<file path="config.mk">
export PLATFORM = sky130hd
export DESIGN_NAME = pwm_multi_gen
export DESIGN_NICKNAME = d
export VERILOG_FILES = /design/src/rtl/pwm_multi_gen.sv
export SDC_FILE = /design/constraint.sdc
export NUM_CORES = 1
export LEC_CHECK = 0
export CORE_ASPECT_RATIO = 0.6
export CORE_MARGIN = 10
export CORE_UTILIZATION = 65
export DETAILED_ROUTE_END_ITERATION = 7
export GPL_ROUTABILITY_DRIVEN = 1
export PLACE_DENSITY_LB_ADDON = 0.1
export SLEW_MARGIN = 20
export SYNTH_ARGS = -nofsm -noshare
export SYNTH_HDL_FRONTEND = slang
export SYNTH_SLANG_ARGS = --single-unit
export TNS_END_PERCENT = 1
</file>
<file path="constraint.sdc">
create_clock -name clk -period 9.45 [get_ports clk]
set_clock_uncertainty 0.05 [all_clocks]
set_input_delay 2.835 -clock clk [delete_from_list [all_inputs] [get_ports clk]]
set_output_delay 2.835 -clock clk [all_outputs]
set_load 0.05 [all_outputs]
</file>
<file path="src/rtl/pwm_multi_gen.sv">
// Multi-channel PWM generator: one shared timebase, per-channel duty comparators,
// edge- or center-aligned counting, with period/duty/mode double-buffered to the period boundary.
module pwm_multi_gen #(
  parameter int WIDTH    = 13,
  parameter int CHANNELS = 4,
  localparam int AW      = $clog2(CHANNELS + 1)
) (
  input  logic                clk,
  input  logic                rst,
  input  logic                en,
  input  logic                center_mode,
  input  logic                wr_en,
  input  logic [AW-1:0]       wr_addr,
  input  logic [WIDTH-1:0]    wr_data,
  output logic [CHANNELS-1:0] pwm,
  output logic [WIDTH-1:0]    counter,
  output logic                period_end
);

  typedef enum logic {DIR_UP, DIR_DOWN} dir_t;

  dir_t                r_dir;
  dir_t                w_dir_nxt;
  logic [WIDTH-1:0]    r_counter;
  logic [WIDTH-1:0]    w_cnt_nxt;
  logic [WIDTH-1:0]    r_period_sh;
  logic [WIDTH-1:0]    r_period_act;
  logic [WIDTH-1:0]    r_duty_sh  [CHANNELS];
  logic [WIDTH-1:0]    r_duty_act [CHANNELS];
  logic                r_mode_act;
  logic [CHANNELS-1:0] r_pwm;
  logic [CHANNELS-1:0] w_pwm_nxt;
  logic                r_period_end;
  logic                w_center;
  logic                w_u;

  // Center counting needs at least two steps up and down; otherwise fall back to edge mode.
  always_comb begin
    w_center = r_mode_act && (r_period_act >= WIDTH'(2));
    if (w_center) w_u = (r_dir == DIR_DOWN) && (r_counter == WIDTH'(1));
    else          w_u = (r_counter == r_period_act);
  end

  always_comb begin
    w_cnt_nxt = r_counter;
    w_dir_nxt = r_dir;
    if (!en || w_u) begin
      w_cnt_nxt = '0;
      w_dir_nxt = DIR_UP;
    end else if (r_dir == DIR_DOWN) begin
      w_cnt_nxt = r_counter - WIDTH'(1);
    end else if (w_center && (r_counter == r_period_act)) begin
      w_cnt_nxt = r_counter - WIDTH'(1);
      w_dir_nxt = DIR_DOWN;
    end else begin
      w_cnt_nxt = r_counter + WIDTH'(1);
    end
  end

  always_comb begin
    w_pwm_nxt = '0;
    for (int unsigned ch = 0; ch < CHANNELS; ch++)
      w_pwm_nxt[ch] = en && (r_counter < r_duty_act[ch]);
  end

  always_ff @(posedge clk or posedge rst) begin
    if (rst) begin
      r_period_sh <= '1;
      for (int unsigned ch = 0; ch < CHANNELS; ch++) r_duty_sh[ch] <= '0;
    end else if (wr_en) begin
      if (wr_addr == AW'(CHANNELS)) r_period_sh <= wr_data;
      for (int unsigned ch = 0; ch < CHANNELS; ch++)
        if (wr_addr == AW'(ch)) r_duty_sh[ch] <= wr_data;
    end
  end

  always_ff @(posedge clk or posedge rst) begin
    if (rst) begin
      r_counter    <= '0;
      r_dir        <= DIR_UP;
      r_pwm        <= '0;
      r_period_end <= 1'b0;
      r_period_act <= '1;
      r_mode_act   <= 1'b0;
      for (int unsigned ch = 0; ch < CHANNELS; ch++) r_duty_act[ch] <= '0;
    end else begin
      r_counter    <= w_cnt_nxt;
      r_dir        <= w_dir_nxt;
      r_pwm        <= w_pwm_nxt;
      r_period_end <= en && w_u;
      // While disabled the active set tracks the shadows so the first enabled period is current.
      if (!en || w_u) begin
        r_period_act <= r_period_sh;
        r_mode_act   <= center_mode;
        for (int unsigned ch = 0; ch < CHANNELS; ch++) r_duty_act[ch] <= r_duty_sh[ch];
      end
    end
  end

  assign pwm        = r_pwm;
  assign counter    = r_counter;
  assign period_end = r_period_end;

endmodule
</file>
==> results.ini <==
[power]
p_sw_share_pct=29.8
power_frac_clock_pct=34.1
p_leak_nw=4.03
p_sw_uw=564
internal_power_mw=1.33
seqPwrFrac_pct=45.4
powerDensity_nw_per_um2=224
ir_drop_v=0.000173
pwr-share-comb_pct=20.5

[synth]
synthFlopType=dfrtp_1
ys_seq_area_share_pct=51.1
synth_top_area_share_pct=41.9
yosysMostFrequentCell=dfrtp_1
synthesis.nets=766
async_flop_share_pct=100
synth_top_family_by_area=simple AND/OR/NAND/NOR gates
avgSynthCellArea_um2=10.7
synthMuxAreaShare_pct=11.5
synthXorXnorAreaFrac_pct=1.65
synthTopCellsByArea=dfrtp_1 42%, mux2_2 9.9%, dfstp_2 9.2%
synth-edff-count=0
yosysWarnings=0
synth_cell_types=46
synth.largest_area_cell=dfrtp_1
synth-adder-area-share_pct=8.61
synth-compound-area-share_pct=9.46
synthSimpleGateAreaFrac_pct=12.7
synth.cell_area_um2=7410
netlist_instances=694
yosys_register_bits=150
synthTopCellsByCount=124 x dfrtp_1, 121 x nand2_1, 65 x mux2_2, 57 x o21ai_0, 56 x inv_1

[sta]
fmax_mhz=200
fin_tns_setup_ps=0
period_share_pct=52.9
setup_viol=0
min_period_ps=5000
finalMaxSlewViolations=0
maxSlewHeadroom_pct=28.7
tightest_slew_ps=1070
hold_viol_final=0
rsz0062_at_grt=no

[clock_tree]
clock_sinks=150
post_cts_buffers=0
cts_tree=yes
hold_buffers=0
htreeDepth=4
post_cts_resized=0
clkTransAtPathRegs_ps=60
cts-root-buf=clkbuf_16
clk_latency_ps=420
clockBufferDepth=2
cts_buffers=17

[run]
maxCapViolCount=0

[drt]
post_drt_wl_per_cell_um=20.1
ant_nets=0
dr_total_vias=5274
drt_wl_total_um=17700
routed_via_density=5.99
first_pass_iters=5
drcViolationCount=0
drt_iter0_markers=413

[floorplanning]
die_w_um=158
die-area_um2=16200
ios=39
core_region_area_um2=11200
floorplan.rows=30
initial_core_util_pct=66.0
die_h_um=103

[finish]
fin_area_um2=8450
final_nets=796
antenna_cells=0
drive_gt1_share_pct=19.0
area_growth_pct=14.0
fillers=732

[grt]
grt_antenna_before_repair=0
grt_first_pass_wirelength_um=28900
grt_max_degree=119
grt_pass1_vias=5424
grt_overflow=0
track_usage_pct=23.2

[worst_setup_path]
cp_max_fo=14
crit_family=buffers and inverters
crit_start=counter[6]
slowest_delay_ps=930
path_cells=clkdlybuf4s50_1
crit_buf_inv=1
crit_cells=1
arrival_ps=2110
endpoint=counter[6]
reg2reg_slack_ps=5970
reg2regPathDepth=5
r2r-start=counter[6]
rr_endpoint=r_duty_act[27]
critPathLaunchType=flip-flop
crit_type=reg2out
cp_slowest_cell=clkdlybuf4s50_1
crit_required_ps=6570
worstSetupEndpointType=output pin

[place]
hpwl_um=11700
port_buffers=38
dpl_cell_area_um2=7870
gp_congestion=0.877

[outcome]
status=finished clean

[worst_hold_path]
hold_class=reg2reg

[area by class of cell]
type / count / area, um2 / share of cell area, %
Sequential cell: 150 / 3790 / 44.8
Multi-Input combinational cell: 457 / 3290 / 38.9
Clock buffer: 20 / 447 / 5.29
Timing Repair Buffer: 42 / 410 / 4.86
Inverter: 56 / 215 / 2.55
Tap cell: 144 / 180 / 2.13
Clock inverter: 12 / 121 / 1.44
[cell families after synthesis]
group | Yosys count
adder cells (fa/ha/maj) | 51
AO/OA/AOI/OAI | 114
XOR/XNOR | 14
multiplexers | 77
AND/OR/NAND/NOR | 201
buffers and inverters | 87
flip-flops | 150
[registers in the layout (all words and copies together), names as in the netlist]
name	count
r_duty_act	52
r_duty_sh	52
counter	13
r_period_act	13
r_period_sh	13
pwm	4
period_end	1
r_dir	1
r_mode_act	1
[per-layer routing]
layer  part of all wire (%)  up-vias  track usage [%]
met4                    1.2        0             7.65
met2                     46      172             36.4
li1                       -     2427                -
met3                    6.3       19             4.88
met5                      0        -                0
met1                     47     2656             31.8
[worst min path at each step]
stage | startpoint | end | slack (ps) | cells past startpoint
floorplan | r_period_sh[0] | r_period_act[0] | 390 | 2
CTS | r_period_sh[0] | r_period_act[0] | 400 | 2
global route | r_period_sh[7] | r_period_act[7] | 420 | 2
finish | r_period_sh[1] | r_period_act[1] | 410 | 2
global placement | r_period_sh[6] | r_period_act[6] | 400 | 2
detailed placement | r_period_sh[0] | r_period_act[0] | 400 | 2
[power by group through the flow]
stage / logic [mW] / clock network (mW) / registers, mW
final: 0.388 / 0.646 / 0.859
after global routing: 0.436 / 0.686 / 0.873
after CTS: 0.387 / 0.651 / 0.857
after detailed placement: 0.381 / 0 / 0.866
after global placement: 0.360 / 0 / 0.859
after floorplan: 0.267 / 0 / 0.859
[placed cells by master (no fill, tap or decap), types with 2 or more instances in the layout]
cell / instances
xor2_1: 14
clkbuf_1: 2
nand3_1: 5
nor3_1: 6
o2111ai_1: 4
or3_1: 3
mux2_2: 65
clkdlybuf4s50_1: 38
nor3b_1: 2
clkbuf_16: 17
ha_1: 51
dfstp_2: 26
nand4_1: 12
or4_1: 3
o32ai_1: 3
buf_4: 4
o21ai_0: 57
a21o_1: 24
and4_1: 2
nand2b_1: 15
nor4_1: 3
nor2_1: 11
nand2_1: 121
or2_2: 4
clkinvlp_4: 3
nor2b_1: 6
dfrtp_1: 124
clkinv_4: 3
inv_6: 4
inv_1: 55
mux2i_1: 12
a21oi_1: 14
[stage by stage]
stage               hold WS, ps  setup slack (ps)  util, %  total power, mW  instances
global placement            397              4350     70.1             1.22        849
detailed placement          397              4430     70.2             1.25        849
finish                      407              4450     75.3             1.89        881
CTS                         405              4430     75.2             1.90        881
global route                420              4390     75.3             1.99        881
floorplan                   388              2570        -             1.13        694
No activity file was read; power rests on OpenSTA's default activity.
